===== config.mk =====
export PLATFORM = sky130hd
export DESIGN_NAME = cc_deserializer
export DESIGN_NICKNAME = d
export VERILOG_FILES = /design/src/rtl/cc_deserializer.sv
export SDC_FILE = /design/constraint.sdc
export NUM_CORES = 1
export LEC_CHECK = 0
export CAP_MARGIN = 20
export CORE_AREA = 2 2 231 233
export DETAILED_ROUTE_END_ITERATION = 8
export DIE_AREA = 0 0 233 235
export PLACE_DENSITY_LB_ADDON = 0.2
export SLEW_MARGIN = 0
export SYNTH_ARGS = -nofsm -noshare
export SYNTH_HDL_FRONTEND = slang
export SYNTH_SLANG_ARGS = --single-unit
export TNS_END_PERCENT = 100

===== constraint.sdc =====
create_clock -name clk -period 27.7 [get_ports clk]
set_clock_uncertainty 0.1 [all_clocks]
set_input_delay 6.925 -clock clk [delete_from_list [all_inputs] [get_ports clk]]
set_output_delay 6.925 -clock clk [all_outputs]
set_load 0.1 [all_outputs]

===== src/rtl/cc_deserializer.sv =====
// Line-fill deserializer: gathers a wrapping burst of beats into one cache line
// and pushes {critical offset, line} into the fill FIFO.
module cc_deserializer #(
   parameter int DATA_W = 64,
   parameter int BEATS  = 8,
   parameter int OFS_W  = 6
) (
   input  logic                          clk,
   input  logic                          rst,
   input  logic [OFS_W-1:0]              ofs_i,
   input  logic [DATA_W-1:0]             rdata_i,
   input  logic                          rlast_i,
   input  logic                          rvalid_i,
   output logic                          rready_o,
   input  logic                          fifo_full_i,
   output logic                          fifo_wren_o,
   output logic [OFS_W+DATA_W*BEATS-1:0] fifo_wdata_o,
   output logic                          err_o
);

   localparam int IDX_W  = $clog2(BEATS);
   localparam int LINE_W = DATA_W * BEATS;

   typedef enum logic [1:0] {
      IDLE,
      COLLECT,
      PUSH
   } state_t;

   state_t             state_q;
   state_t             state_d;
   logic [IDX_W-1:0]   cnt_q;
   logic [IDX_W-1:0]   w0_q;
   logic [IDX_W-1:0]   widx;
   logic [OFS_W-1:0]   ofs_q;
   logic [LINE_W-1:0]  line_q;
   logic               hs;
   logic               final_beat;

   // ready is a pure function of state, so the handshake avoids a comb loop
   assign hs         = rvalid_i & (state_q != PUSH);
   assign final_beat = (cnt_q == IDX_W'(BEATS - 1));
   assign widx       = (state_q == IDLE) ? ofs_i[OFS_W-1 -: IDX_W]
                                         : IDX_W'(w0_q + cnt_q);
   assign fifo_wdata_o = {ofs_q, line_q};

   always_ff @(posedge clk or posedge rst) begin
      if (rst) begin
         state_q <= IDLE;
      end else begin
         state_q <= state_d;
      end
   end

   always_comb begin
      state_d = state_q;
      unique case (state_q)
         IDLE: begin
            if (hs) state_d = COLLECT;
         end
         COLLECT: begin
            if (hs) begin
               if (final_beat)   state_d = PUSH;
               else if (rlast_i) state_d = IDLE;
            end
         end
         PUSH: begin
            if (!fifo_full_i) state_d = IDLE;
         end
         default: state_d = IDLE;
      endcase
   end

   always_comb begin
      rready_o    = 1'b1;
      fifo_wren_o = 1'b0;
      err_o       = 1'b0;
      unique case (state_q)
         IDLE: ;
         COLLECT: begin
            err_o = rvalid_i & (final_beat ? !rlast_i : rlast_i);
         end
         PUSH: begin
            rready_o    = 1'b0;
            fifo_wren_o = !fifo_full_i;
         end
         default: ;
      endcase
   end

   always_ff @(posedge clk or posedge rst) begin
      if (rst) begin
         cnt_q  <= '0;
         w0_q   <= '0;
         ofs_q  <= '0;
         line_q <= '0;
      end else begin
         unique case (state_q)
            IDLE: begin
               if (hs) begin
                  ofs_q <= ofs_i;
                  w0_q  <= ofs_i[OFS_W-1 -: IDX_W];
                  cnt_q <= IDX_W'(1);
               end
            end
            COLLECT: begin
               if (hs) begin
                  if (final_beat || rlast_i) cnt_q <= '0;
                  else                       cnt_q <= cnt_q + IDX_W'(1);
               end
            end
            PUSH: begin
               if (!fifo_full_i) cnt_q <= '0;
            end
            default: cnt_q <= '0;
         endcase
         // beats land directly in their wrapped word slot
         if (hs) begin
            for (int w = 0; w < BEATS; w++) begin
               if (widx == IDX_W'(w)) line_q[w*DATA_W +: DATA_W] <= rdata_i;
            end
         end
      end
   end

endmodule


==> impl_metrics.tcl, run 1 <==
set metrics [dict create \
    firstDrtPassIters 4 \
    wl_microns 59800 \
    avgSynthCellArea_sq_um 18.0 \
    cp_data_arrival_time_ns 8.99 \
    crit_path_cell_trace "clkdlybuf4s50_1 > and3_1 > clkdlybuf4s50_1" \
    crit_path_max_incr_delay_ns 1.13 \
    fin_nets 1848 \
    crit_path_start_kind "input port" \
    postSynthRegisterBits 523 \
    antenna_left 0 \
    drt_iter0_drc 561 \
    drv_slew 0 \
    area_growth_pct 40.1 \
    io_pins 596 \
    maxSlewHeadroom_pct 24.1 \
    die-area_sq_um 54800 \
    drc 0 \
    cts_buffer_depth 3 \
    synthCells 1151 \
    required_ns 20.67 \
    max_freq_mhz 62.5 \
    ctsResizeCount 0 \
    clk_latency_ns 0.61 \
    tritoncts "yes" \
    synth_top_area_share_pct 63.1 \
    period_share_pct 57.8 \
    grt_max_degree 182 \
    holdWs_ns 0.386 \
    grt_pass1_wl_microns 88600 \
    end_kind "output pin" \
    crit_type "in -> out" \
    critPathMaxFanout 9 \
    status "finished, final reports clean" \
    core_sq_um 52200 \
    synth_area_leader_cell "dfrtp_1" \
    track_usage_pct 21.7 \
    tightest_slew_ns 1.14 \
    setup-violations-final 0 \
    place_area_sq_um 27100 \
    cts-htree-levels 2 \
    holdBufCountCts 0 \
    yosys_warnings 0 \
    slowest_stage "clkdlybuf4s50_1" \
    tns_ns 0 \
    synth_fp_nets 1231 \
    clk_pin_slew_ns 0.06 \
    numPortBuffers 595 \
    grt-ovfl-total 0 \
    synth_area_sq_um 20700 \
    synth_area_leaders "dfrtp_1 (63%), mux2_2 (17%), mux2_4 (13%)" \
    antenna_found_initial 2 \
    vias 12200 \
    start_util_pct 39.7 \
    die-height_microns 235 \
    yosys-top-cells-count "dfrtp_1 (523), mux2_2 (316), mux2_4 (180), buf_6 (22), mux2_1 (22)" \
    gp_congestion 0.764 \
    drv_cap 0 \
    synth_edf_count 0 \
    die_w_microns 233 \
    cts_buffers 57 \
    dp_hpwl_microns 40100 \
    design_area_sq_um 29100 \
    cp_common_cell "clkdlybuf4s50_1" \
    via_per_inst 4.88 \
    postSynth.asyncResetShare_pct 100 \
    routedWlPerCell_microns 23.9 \
    yosysSeqAreaShare_pct 63.1 \
    ys_types 35 \
    cts_sinks 523 \
    first_global_vias 12900 \
    drive_above_1_share_pct 34.3 \
    hold_path.class "reg -> reg" \
    finalHoldViolations 0 \
    cts_root_buf "clkbuf_16" \
    ys.flop_type "dfrtp_1" \
    fin_crit_ns 16.01 \
    cts_setup_buffers 0 \
    rows 84 \
    rsz0062_at_grt "no" \
    synthMostInstantiatedCell "dfrtp_1" \
]
[worst paths after layout]
kind	endpoint	cells after the start	start	slack, ns
max in group asynchronous	line_q[22]	3	rst	19.15
hold / removal	line_q[357]	1	line_q[357]	0.39
setup / recovery	err_o	3	rvalid_i	11.69
min in group asynchronous	line_q[327]	2	rst	6.74
setup reg to reg	line_q[62]	9	cnt_q[0]	23.70
hold reg to reg	line_q[357]	1	line_q[357]	0.39
[flip-flops by register name (all words and copies together) (netlist names)]
register,count
line_q,512
w0_q,3
state_q,2
cnt_q,3
ofs_q,3
[cells in the final DEF, fill, tap and decap left out, types with 3 or more instances in the layout]
| cell | netlist | layout |
|---|---|---|
| clkinv_2 | 0 | 13 |
| ha_1 | 4 | 4 |
| clkbuf_16 | 0 | 59 |
| clkdlybuf4s50_1 | 0 | 595 |
| nand3_1 | 3 | 3 |
| dfrtp_1 | 523 | 523 |
| nor3b_4 | 0 | 3 |
| clkbuf_1 | 1 | 11 |
| nand2_1 | 4 | 4 |
| buf_4 | 1 | 17 |
| clkbuf_8 | 0 | 15 |
| mux2_4 | 180 | 180 |
| mux2_1 | 22 | 22 |
| inv_1 | 6 | 5 |
| bufinv_16 | 0 | 6 |
| nor2b_1 | 4 | 4 |
| o21ai_0 | 4 | 4 |
| mux2_2 | 316 | 316 |
| nor3_4 | 4 | 4 |
[layer usage]
metal  global-route usage, %  up-vias  wire [microns]
li1                        -     5326               -
met1                    27.3     6400           24400
met2                    34.9      416           28500
met3                    6.94       98            4900
met4                    7.84        0            1950
met5                       0        -               0
[logic make-up (layout without fill, tap and decap cells)]
logic type | count (synthesis) | in the layout | synth area share [%]
other cells | 0 | 2 | 0
buf+inv | 62 | 727 | 3.43
fa+ha+maj | 5 | 5 | 0.338
flops | 523 | 523 | 63.1
xor+xnor | 1 | 1 | 0.109
compound gates | 10 | 10 | 0.302
simple gates | 29 | 29 | 1.15
mux | 521 | 521 | 31.6
[critical path: cells and delay by family]
| kind | cells | cell delay, ns |
|---|---|---|
| buffers and inverters | 2 | 1.84 |
| AND/OR/NAND/NOR | 1 | 0.22 |
[final cells by class]
class                   instances  area (sq um)
repair buffers                614          6120
multi-input cells             566          6960
well taps                     688           861
flip-flops and latches        523         13100
inverters                       6          30.0
clock buffers                  85          1720
clock inverters                22           270
diodes                          2          5.00
fillers                      4267         23200
[through the flow]
| step | cells | setup slack (ns) | util [%] |
|---|---|---|---|
| after CTS | 2504 | 11.69 | 55.6 |
| after floorplan | 1151 | 6.06 | - |
| after detailed placement | 2397 | 11.70 | 51.8 |
| final | 2506 | 11.69 | 55.6 |
| after global routing | 2506 | 11.63 | 55.6 |
| after global placement | 2397 | 11.71 | 51.8 |
Power of run 1 is left out: the tool's default activity adds up to more than one toggle a clock period on the data nets, which glitch-free logic cannot reach.
==> run 2: changes to the inputs <==
--- a/config.mk
+++ b/config.mk
@@ -6,9 +6,9 @@
 export NUM_CORES = 1
 export LEC_CHECK = 0
 export CAP_MARGIN = 20
-export CORE_AREA = 2 2 231 233
+export CORE_AREA = 2 2 230 232
 export DETAILED_ROUTE_END_ITERATION = 8
-export DIE_AREA = 0 0 233 235
+export DIE_AREA = 0 0 232 234
 export PLACE_DENSITY_LB_ADDON = 0.2
 export SLEW_MARGIN = 0
 export SYNTH_ARGS = -nofsm -noshare
==> constraint.sdc (replaced) <==
create_clock -name clk -period 13.9 [get_ports clk]
set_clock_uncertainty 0.1 [all_clocks]
set_input_delay 3.475 -clock clk [delete_from_list [all_inputs] [get_ports clk]]
set_output_delay 3.475 -clock clk [all_outputs]
set_load 0.1 [all_outputs]
==> run 2 against run 1 <==
  * Worst setup slack worse by 7.0 ns
  * Highest routed layer is now met5
  * Hold slack better by 0.0017 ns
  * Non-clock buffer count is 2 higher
  * Critical endpoint unchanged
  * Largest cell class unchanged
  * Critical path type unchanged
==> impl_metrics.tcl, run 2 (synthesis gave the netlist of run 1 again) <==
set metrics [dict create \
    status "finished, final reports clean" \
    crit_family "buffers and inverters" \
    final_common_cell "clkdlybuf4s50_1" \
    dp_hpwl_microns 40200 \
    num_antenna_cells 0 \
    antenna_found_initial 1 \
    tritoncts "yes" \
    ctsResizeCount 0 \
    grt_max_degree 175 \
    routedWlPerCell_microns 23.9 \
    maxSlewHeadroom_pct 24.2 \
    tns_ns 0 \
    required_ns 10.32 \
    area_growth_pct 39.0 \
    vias 12200 \
    grt_pass1_wl_microns 87400 \
    crit_path_cell_trace "clkdlybuf4s50_1 > and3_1 > clkdlybuf4s50_1" \
    holdBufCountCts 0 \
    crit_cells 3 \
    finalHoldViolations 0 \
    critPathMaxFanout 9 \
    cts-htree-levels 2 \
    period_share_pct 66.0 \
    slowest_stage "clkdlybuf4s50_1" \
    drv_slew 0 \
    cts_root_buf "clkbuf_16" \
    rsz0062_at_grt "no" \
    drc 0 \
    die-area_sq_um 54300 \
    first_global_vias 13000 \
    crit_type "in -> out" \
    cts_sinks 523 \
    crit_path_max_incr_delay_ns 1.16 \
    drt_iter0_drc 434 \
    io_pins 596 \
    final_cell_mix "clkdlybuf4s50_1 (595), dfrtp_1 (523), mux2_2 (316)" \
    clk_pin_slew_ns 0.06 \
    track_usage_pct 21.6 \
    cts_buffer_depth 3 \
    hold_depth 1 \
    tightest_slew_ns 1.13 \
    largest_reg_flops 512 \
    die-height_microns 234 \
    via_per_inst 4.91 \
    fin_nets 1848 \
    crit_path_start_kind "input port" \
    regMostFlops "line_q" \
    grt-ovfl-total 0 \
    die_w_microns 232 \
    rows 84 \
    drive_above_1_share_pct 33.7 \
    wl_microns 59700 \
    core_sq_um 52000 \
    max_freq_mhz 109 \
    antenna_left 0 \
    clk_latency_ns 0.60 \
    numPortBuffers 595 \
    cp_data_arrival_time_ns 5.60 \
    drv_cap 0 \
    setup-violations-final 0 \
    reg2reg_depth 8 \
    firstDrtPassIters 4 \
    cp.buffers_inverters 2 \
    end_kind "output pin" \
    gp_congestion 0.795 \
    start_util_pct 39.9 \
    cts_buffers 55 \
    cts_setup_buffers 0 \
    hold_path.class "reg -> reg" \
    fin_crit_ns 9.17 \
    cp_common_cell "clkdlybuf4s50_1" \
]
==> run 2: changes by cell type in the layout (fill, tap and decap cells not counted), sizes merged <==
cell,change
bufinv,-2
buf,+2
inv,-1
diode,-2
clkinv,-4
clkbuf,-5
==> run 2: routing by layer <==
metal | routed length [microns] | up-vias | track usage (%)
met5 | 13 | - | 0
met4 | 1810 | 2 | 6.99
met2 | 28100 | 429 | 34.4
li1 | - | 5284 | -
met1 | 24700 | 6430 | 27.3
met3 | 5150 | 103 | 7.93
==> run 2: per-stage QoR <==
step	std cells	utilization (%)	instance area (sq um)	setup slack, ns	hold WS, ns
global placement	2398	52.0	27100	4.72	0.368
detailed placement	2398	52.0	27100	4.73	0.374
global route	2494	55.4	28800	4.69	0.400
CTS	2493	55.4	28800	4.72	0.388
floorplan	1151	-	20700	3.22	0.375
finish	2494	55.4	28800	4.73	0.387
==> run 2: area by class of cell <==
cell class | count | area (sq um)
sequential | 523 | 13100
clock inverter | 15 | 190
clock buffer | 80 | 1570
multi-input combinational | 566 | 6960
fill | 4301 | 23200
inverter | 6 | 26.3
timing repair buffer | 616 | 6140
tap | 688 | 861
==> run 2: worst paths after layout <==
check | startpoint | endpoint | slack (ns)
max | rvalid_i | err_o | 4.73
max in group asynchronous | rst | line_q[234] | 8.29
min reg2reg | line_q[355] | line_q[355] | 0.39
max reg2reg | cnt_q[0] | line_q[285] | 10.01
min | line_q[355] | line_q[355] | 0.39
min in group asynchronous | rst | line_q[292] | 3.02
Power of run 2 is left out for the same reason.
==> run 3: changes to the inputs <==
--- a/config.mk
+++ b/config.mk
@@ -6,9 +6,9 @@
 export NUM_CORES = 1
 export LEC_CHECK = 0
 export CAP_MARGIN = 20
-export CORE_AREA = 2 2 230 232
+export CORE_AREA = 2 2 231 233
 export DETAILED_ROUTE_END_ITERATION = 8
-export DIE_AREA = 0 0 232 234
+export DIE_AREA = 0 0 233 235
 export PLACE_DENSITY_LB_ADDON = 0.2
 export SLEW_MARGIN = 0
 export SYNTH_ARGS = -nofsm -noshare
==> constraint.sdc (replaced) <==
create_clock -name clk -period 9 [get_ports clk]
set_clock_uncertainty 0.1 [all_clocks]
set_input_delay 2.25 -clock clk [delete_from_list [all_inputs] [get_ports clk]]
set_output_delay 2.25 -clock clk [all_outputs]
set_load 0.1 [all_outputs]
==> run 3 against run 2 <==
  * Final area rose by 0.86%
  * Sequential cell count unchanged
  * Critical path depth unchanged
  * Critical path type unchanged
==> impl_metrics.tcl, run 3 (synthesis gave the netlist of run 1 again) <==
set metrics [dict create \
    status "finished, final reports clean" \
    ctsResizeCount 0 \
    cts_sinks 523 \
    cts_buffer_depth 3 \
    final_cell_mix "clkdlybuf4s50_1 (595), dfrtp_1 (523), mux2_2 (316)" \
    grt_pass1_wl_microns 89100 \
    place_area_sq_um 27100 \
    vias 12300 \
    tns_ns 0 \
    hold_path.class "reg -> reg" \
    rsz0062_at_grt "no" \
    wl_microns 60000 \
    largest_reg_flops 512 \
    finalHoldViolations 0 \
    dp_hpwl_microns 40500 \
    crit_path_cell_trace "clkdlybuf4s50_1 > and3_1 > clkdlybuf4s50_1" \
    grt_max_degree 162 \
    drc 0 \
    tightest_slew_ns 1.12 \
    cts_setup_buffers 0 \
    numPortBuffers 595 \
    first_global_vias 13100 \
    setup_ws_ns 2.28 \
    fin_cells 2505 \
    tritoncts "yes" \
    fillerInstances 4294 \
    holdBufCountCts 0 \
    multi_input_area_sq_um 6960 \
    fin_crit_ns 6.72 \
    fin_nets 1848 \
    clk_pin_slew_ns 0.06 \
    final_common_cell "clkdlybuf4s50_1" \
    die-area_sq_um 54800 \
    max_freq_mhz 149 \
    antenna_found_initial 2 \
    critPathMaxFanout 9 \
    cp.buffers_inverters 2 \
    die_w_microns 233 \
    grt-ovfl-total 0 \
    track_usage_pct 21.8 \
    drt_iter0_drc 562 \
    die-height_microns 235 \
    cp_data_arrival_time_ns 4.37 \
    antenna_left 0 \
    maxSlewHeadroom_pct 25.3 \
    period_share_pct 74.6 \
    regMostFlops "line_q" \
    firstDrtPassIters 4 \
    dp_cells 2397 \
    crit_path_start_kind "input port" \
    seqCellArea_sq_um 13100 \
    drive_above_1_share_pct 34.5 \
    routedWlPerCell_microns 24.0 \
    end_kind "output pin" \
    cp_common_cell "clkdlybuf4s50_1" \
    crit_path_max_incr_delay_ns 1.15 \
    via_per_inst 4.90 \
    start_util_pct 39.7 \
    cts-htree-levels 2 \
    crit_type "in -> out" \
    cts_root_buf "clkbuf_16" \
    clk_latency_ns 0.61 \
    slowest_stage "clkdlybuf4s50_1" \
    drv_slew 0 \
    design_area_sq_um 29100 \
    dpl_worst_slack_ns 2.28 \
    rows 84 \
    io_pins 596 \
    required_ns 6.65 \
    cts_buffers 57 \
    drv_cap 0 \
    gp_congestion 0.774 \
    setup-violations-final 0 \
    crit_family "buffers and inverters" \
    area_growth_pct 40.2 \
    core_sq_um 52200 \
]
run 3: final timing paths:
path	from	to	slack (ns)	depth (start not counted)
min in group asynchronous	rst	line_q[100]	1.96	2
worst max-delay path	rvalid_i	err_o	2.28	3
worst min register to register	line_q[377]	line_q[377]	0.38	1
worst max register to register	cnt_q[0]	line_q[340]	5.10	8
worst min-delay path	line_q[377]	line_q[377]	0.38	1
max in group asynchronous	rst	line_q[363]	5.05	4
run 3: cell type report:
type,instances,area share [%]
Sequential cell,523,45.0
Clock buffer,88,6.17
Timing Repair Buffer,614,21.1
Clock inverter,19,0.783
Antenna cell,1,0.00860
Inverter,6,0.0903
Tap cell,688,2.96
Multi-Input combinational cell,566,23.9
run 3: metrics by stage:
stage / hold slack, ns / utilization, %
2_1_floorplan: 0.375 / -
3_3_place_gp: 0.368 / 51.8
3_5_place_dp: 0.374 / 51.8
4_1_cts: 0.388 / 55.7
5_1_grt: 0.397 / 55.7
6_report: 0.382 / 55.7
run 3: worst register-to-register path, stage by stage, from the launching register on:
cell     delay (ns)
dfrtp_1        0.44
ha_1           0.18
inv_1          0.04
fa_1           0.37
xnor3_1        0.26
mux2i_4        0.15
nor3_4         0.86
buf_4          0.90
mux2_2         0.46
run 3: routing by layer:
layer | GRT usage, % | wire [microns] | part of all wire, %
met1 | 26.9 | 24200 | 40
met2 | 35.5 | 28800 | 48
met3 | 7.57 | 4910 | 8.2
met4 | 7.74 | 2100 | 3.5
met5 | 0 | 11 | 0.018
Power of run 3 is left out for the same reason.
==> RTL edit 1: new RTL, flow settings as in run 1 <==
Make the reset (`rst`) synchronous in 2 clocked blocks.
--- a/src/rtl/cc_deserializer.sv
+++ b/src/rtl/cc_deserializer.sv
@@ -45,5 +45,5 @@
    assign fifo_wdata_o = {ofs_q, line_q};
 
-   always_ff @(posedge clk or posedge rst) begin
+   always_ff @(posedge clk) begin
       if (rst) begin
          state_q <= IDLE;
@@ -89,5 +89,5 @@
    end
 
-   always_ff @(posedge clk or posedge rst) begin
+   always_ff @(posedge clk) begin
       if (rst) begin
          cnt_q  <= '0;
Formal check against the unedited RTL: not equivalent (a bounded check fails within 4 cycles, from zero or initial values and one cycle with rst high; the reset may be asserted at any time).
==> RTL edit 1 against run 1 <==
Synthesized area fell by 0.71%. Sequential cell count did not move. Wire length rose by 7.8%. Worst setup slack got worse by 3.9 ps. Final area fell by 1.4%. Utilization fell by 0.76 points. Largest cell class unchanged. Final cell count rose by 23%.
Power is left out: it rests on default switching activity, and per cell area and clock period it moved more than threefold.
==> RTL edit 1: results (changes against run 1) <==
Post CTS Setup Buffer Count: 0 (unchanged)
Worst hold start: line_q[495]
Largest net degree at the start of global routing: 166 (-8.8%)
Worst-Margin Slew: 1125 ps (-10.09 ps)
Port buffer count: 595 (unchanged)
Fillcell total: 4528 (+6.1%)
Vias per inst: 4.774 (-2.2%)
RD Place Congestion: 0.8048 (+5.3%)
Sequential share of the synthesized area: 50.84% (-12 points)
Depth of the CTS H-tree: 2 (unchanged)
FF-to-FF End: line_q[247]
Synthesized net count: 1950 (+58%)
Critical Path AT: 8990 ps (about the same)
Final Hold Viols: 0 (unchanged)
CTS Buffer Depth: 3 (unchanged)
Worst hold path depth: 2 (+1)
Final Slew Violations: 0 (unchanged)
Share of layout cells above drive strength 1: 4.847% (-29 points)
Post-synthesis cell type count: 32 (-8.6%)
Max reg flops: 512 (unchanged)
NumNets Final: 2430 (+31%)
CP max stage delay: 1130 ps (about the same)
Cells on worst reg2reg path: 8 (-1)
Clk pin slew, worst setup/hold paths: 60 ps (about the same)
RR Startpoint: cnt_q[0]
Synth Flop Type: dfxtp_1
Run status: completed
Post-synth EDFFs: 0 (unchanged)
Worst-skew pair later-pin latency: 590 ps (-20 ps)
Slowest stage cell, crit path: clkdlybuf4s50_1
Drt pass-1 iters: 4 (unchanged)
Top delay family on crit path: buffers and inverters
First-pass GRT wire length: 95660 um (+8.0%)
YS warnings: 0 (unchanged)
DPL Wire Length: 43540 um (+8.6%)
Async SR Flop Fraction: 0% (-100 points)
Max_cap viols: 0 (unchanged)
CTS Buf Count: 55 (-3.5%)
Biggest register: line_q
Worst hold path endpoint: line_q[495]
Post-CTS Resized: 0 (unchanged)
Routed WL: 64450 um (+7.8%)
Synth cell count leaders: nand2b_1, dfxtp_1, mux2i_1, clkbuf_1, buf_1
CP startpoint: rlast_i
Crit Path Max Fanout: 2 (-7)
HP Class: reg2reg
Reg2Reg Setup Slack: 24010 ps (+310 ps)
1st-iter DRT viols: 669 (+19%)
Synth top area cells: dfxtp_1, mux2i_1, nand2b_1, clkbuf_1, buf_1
Initial antenna violation count: 3 (+1)
Via count of the first global-routing pass: 15220 (+18%)
CP endpoint: err_o
Root buf cell: clkbuf_16
Gr usage total: 22.74% (+1.1 points)
-- RTL edit 1: cell types whose count changed in the layout (fill, tap and decap cells not counted), moves of 22 or more --
cell,run 1,this run
dfrtp_1,523,0
dfxtp_1,0,523
mux2_1,22,0
mux2_2,316,1
mux2_4,180,1
mux2i_1,2,520
nand2b_1,1,579
-- RTL edit 1: kinds of logic (layout without fill, tap and decap cells) --
logic type	Yosys count	count (layout)	share of synthesized area (%)
other	0	1	0
muxes	522	522	25.40
and+or+nand+nor	613	613	18.61
buffers and inverters	193	717	4.356
adders and majority gates	6	6	0.4010
DFF	523	523	50.84
xor gates and xnor gates	1	1	0.1093
AOI/OAI and AO/OA	11	11	0.2915
-- RTL edit 1: through the flow --
step                      utilization, %  setup slack [ps]  std cells  hold WS [ps]  cell area, um2
after floorplan                        -             12500       1869         362.8           20600
after global placement             51.17             11670       2978         357.4           26730
after detailed placement           51.17             11680       2978         363.0           26730
after CTS                          54.81             11670       3079         376.4           28630
after global routing               54.88             11610       3082         386.7           28670
final                              54.88             11680       3082         372.9           28670
-- RTL edit 1: final cells by class --
type,count,area share [%]
clock buffer,87,5.927
multi-input combinational,1153,32.50
antenna,1,0.008729
tap,688,3.003
inverter,6,0.07856
timing repair buffer,610,21.25
sequential,523,36.52
clock inverter,14,0.7114
-- RTL edit 1: metal layers --
layer / track usage (%) / vias to the layer above / routed length (um)
met5: 0 / - / 25
met4: 9.226 / 4 / 2492
met3: 7.136 / 120 / 4890
met2: 38.74 / 434 / 30820
met1: 26.32 / 7106 / 26230
li1: - / 7051 / -
-- RTL edit 1: worst register-to-register path, stage by stage, from the launching register on --
cell     delay (ps)
dfxtp_1         390
ha_1            170
inv_1            50
fa_1            360
xnor3_1         200
mux2i_1         610
nand3_4         790
buf_4           640
mux2i_1         240
==> RTL edit 2: new RTL, config.mk and constraints of run 1 <==
Made on the original files. Set the parameter `OFS_W` to 12 (it was 6).
--- a/src/rtl/cc_deserializer.sv
+++ b/src/rtl/cc_deserializer.sv
@@ -4,5 +4,5 @@
    parameter int DATA_W = 64,
    parameter int BEATS  = 8,
-   parameter int OFS_W  = 6
+   parameter int OFS_W  = 12
 ) (
    input  logic                          clk,
Ports: changed (resized fifo_wdata_o and ofs_i); port bits go from 596 to 608. No check against the original RTL was run, so the function may have changed too.
==> RTL edit 2 against run 1 <==
Wire length is 2.3% higher. Sequential cell count is 6 higher. Worst setup slack worse by 3.7 ps. Synthesized area is 0.96% higher. Final area is 0.51% higher. Global-route usage is 0.41 points higher. Critical path depth is 2 higher. Largest cell class unchanged. Synthesized cell count is 1.0% higher. Utilization is 0.28 points higher.
Power is left out: the tool's default activity adds up to more than one toggle a clock period on the data nets, which glitch-free logic cannot reach.
==> RTL edit 2: results (changes against run 1) <==
WL met2: 30530 um (+7.0%)
Routed WL: 61180 um (+2.3%)
Run status: completed
Port buffer count: 607 (+2.0%)
Gr usage total: 22.07% (+0.41 points)
Slew HR: 25.08% (+1.0 points)
Met2 GRT Util: 37.00% (+2.1 points)
Initial antenna violation count: 0 (-2)
Routed length on met1: 24600 um (+0.73%)
Via count: 12380 (+1.1%)
Post-CTS Resized: 0 (unchanged)
Sequential share of the synthesized area: 63.21% (+0.12 points)
Ant. Diodes: 0 (-2)
Synth cell count leaders: dfrtp_1, mux2_2, mux2_4, mux2_1, buf_2
Root buf cell: clkbuf_16
NumNets Final: 1883 (+1.9%)
Synthesized net count: 1249 (+1.5%)
Post-synthesis cell type count: 33 (-5.7%)
Biggest regs: line_q: 512 flops, ofs_q: 9 flops
Async SR Flop Fraction: 100.0% (unchanged)
Top layer in use: met4
First-pass GRT wire length: 90030 um (+1.6%)
Crit Path Max Fanout: 1 (-8)
DPL Wire Length: 41980 um (+4.7%)
HP Class: reg2reg
RD Place Congestion: 0.7892 (+3.3%)
1st-iter DRT viols: 543 (-3.2%)
Share of layout cells above drive strength 1: 32.79% (-1.5 points)
M3 GR Usage: 5.959% (-0.98 points)
Via count of the first global-routing pass: 13210 (+2.1%)
Synth top area cells: dfrtp_1, mux2_2, mux2_4, mux2_1, buf_12
Critical Path AT: 8990 ps (about the same)
Largest net degree at the start of global routing: 117 (-36%)
Routed wl met3: 3853 um (-21%)
GRT met1 Usage: 27.20% (-0.086 points)
Drt pass-1 iters: 4 (unchanged)
Fillcell total: 4255 (-0.28%)
[RTL edit 2: cell families after synthesis]
family / Yosys count / share of synthesized area, %
compound gates: 10 / 0.2987
xor+xnor: 1 / 0.1075
fa+ha+maj: 5 / 0.3346
buf+inv: 62 / 3.280
flops: 529 / 63.21
mux: 527 / 31.60
simple gates: 29 / 1.165
[RTL edit 2: worst max-delay path, cell delays in order]
cell and delay (ps):
clkdlybuf4s50_1 460, inv_1 40, ha_1 270, and3_1 160
clkdlybuf4s50_1 1130
[RTL edit 2: through the flow]
stage | instances | utilization, % | worst slack [ps] | area, um2
5_1_grt | 2521 | 55.92 | 11630 | 29210
3_5_place_dp | 2424 | 52.47 | 11680 | 27410
6_report | 2521 | 55.92 | 11680 | 29210
4_1_cts | 2519 | 55.82 | 11670 | 29160
3_3_place_gp | 2424 | 52.47 | 11700 | 27410
2_1_floorplan | 1163 | - | 5893 | 20940
[RTL edit 2: final timing paths]
kind | startpoint | to | slack (ps) | cells after the start
max | rlast_i | err_o | 11680 | 5
min | line_q[397] | line_q[397] | 380 | 1
max reg2reg | cnt_q[0] | line_q[189] | 24410 | 8
min reg2reg | line_q[397] | line_q[397] | 380 | 1
max in group asynchronous | rst | line_q[51] | 17060 | 8
min in group asynchronous | rst | line_q[347] | 6760 | 2
[RTL edit 2: area by class of cell]
| class | instances | area [um2] | share of cell area (%) |
|---|---|---|---|
| multi-input cells | 572 | 7037 | 24.09 |
| inverters | 6 | 30.03 | 0.1028 |
| well taps | 688 | 860.8 | 2.947 |
| repair buffers | 631 | 6296 | 21.55 |
| clock buffers | 82 | 1670 | 5.718 |
| flip-flops and latches | 529 | 13240 | 45.32 |
| clock inverters | 13 | 80.08 | 0.2741 |
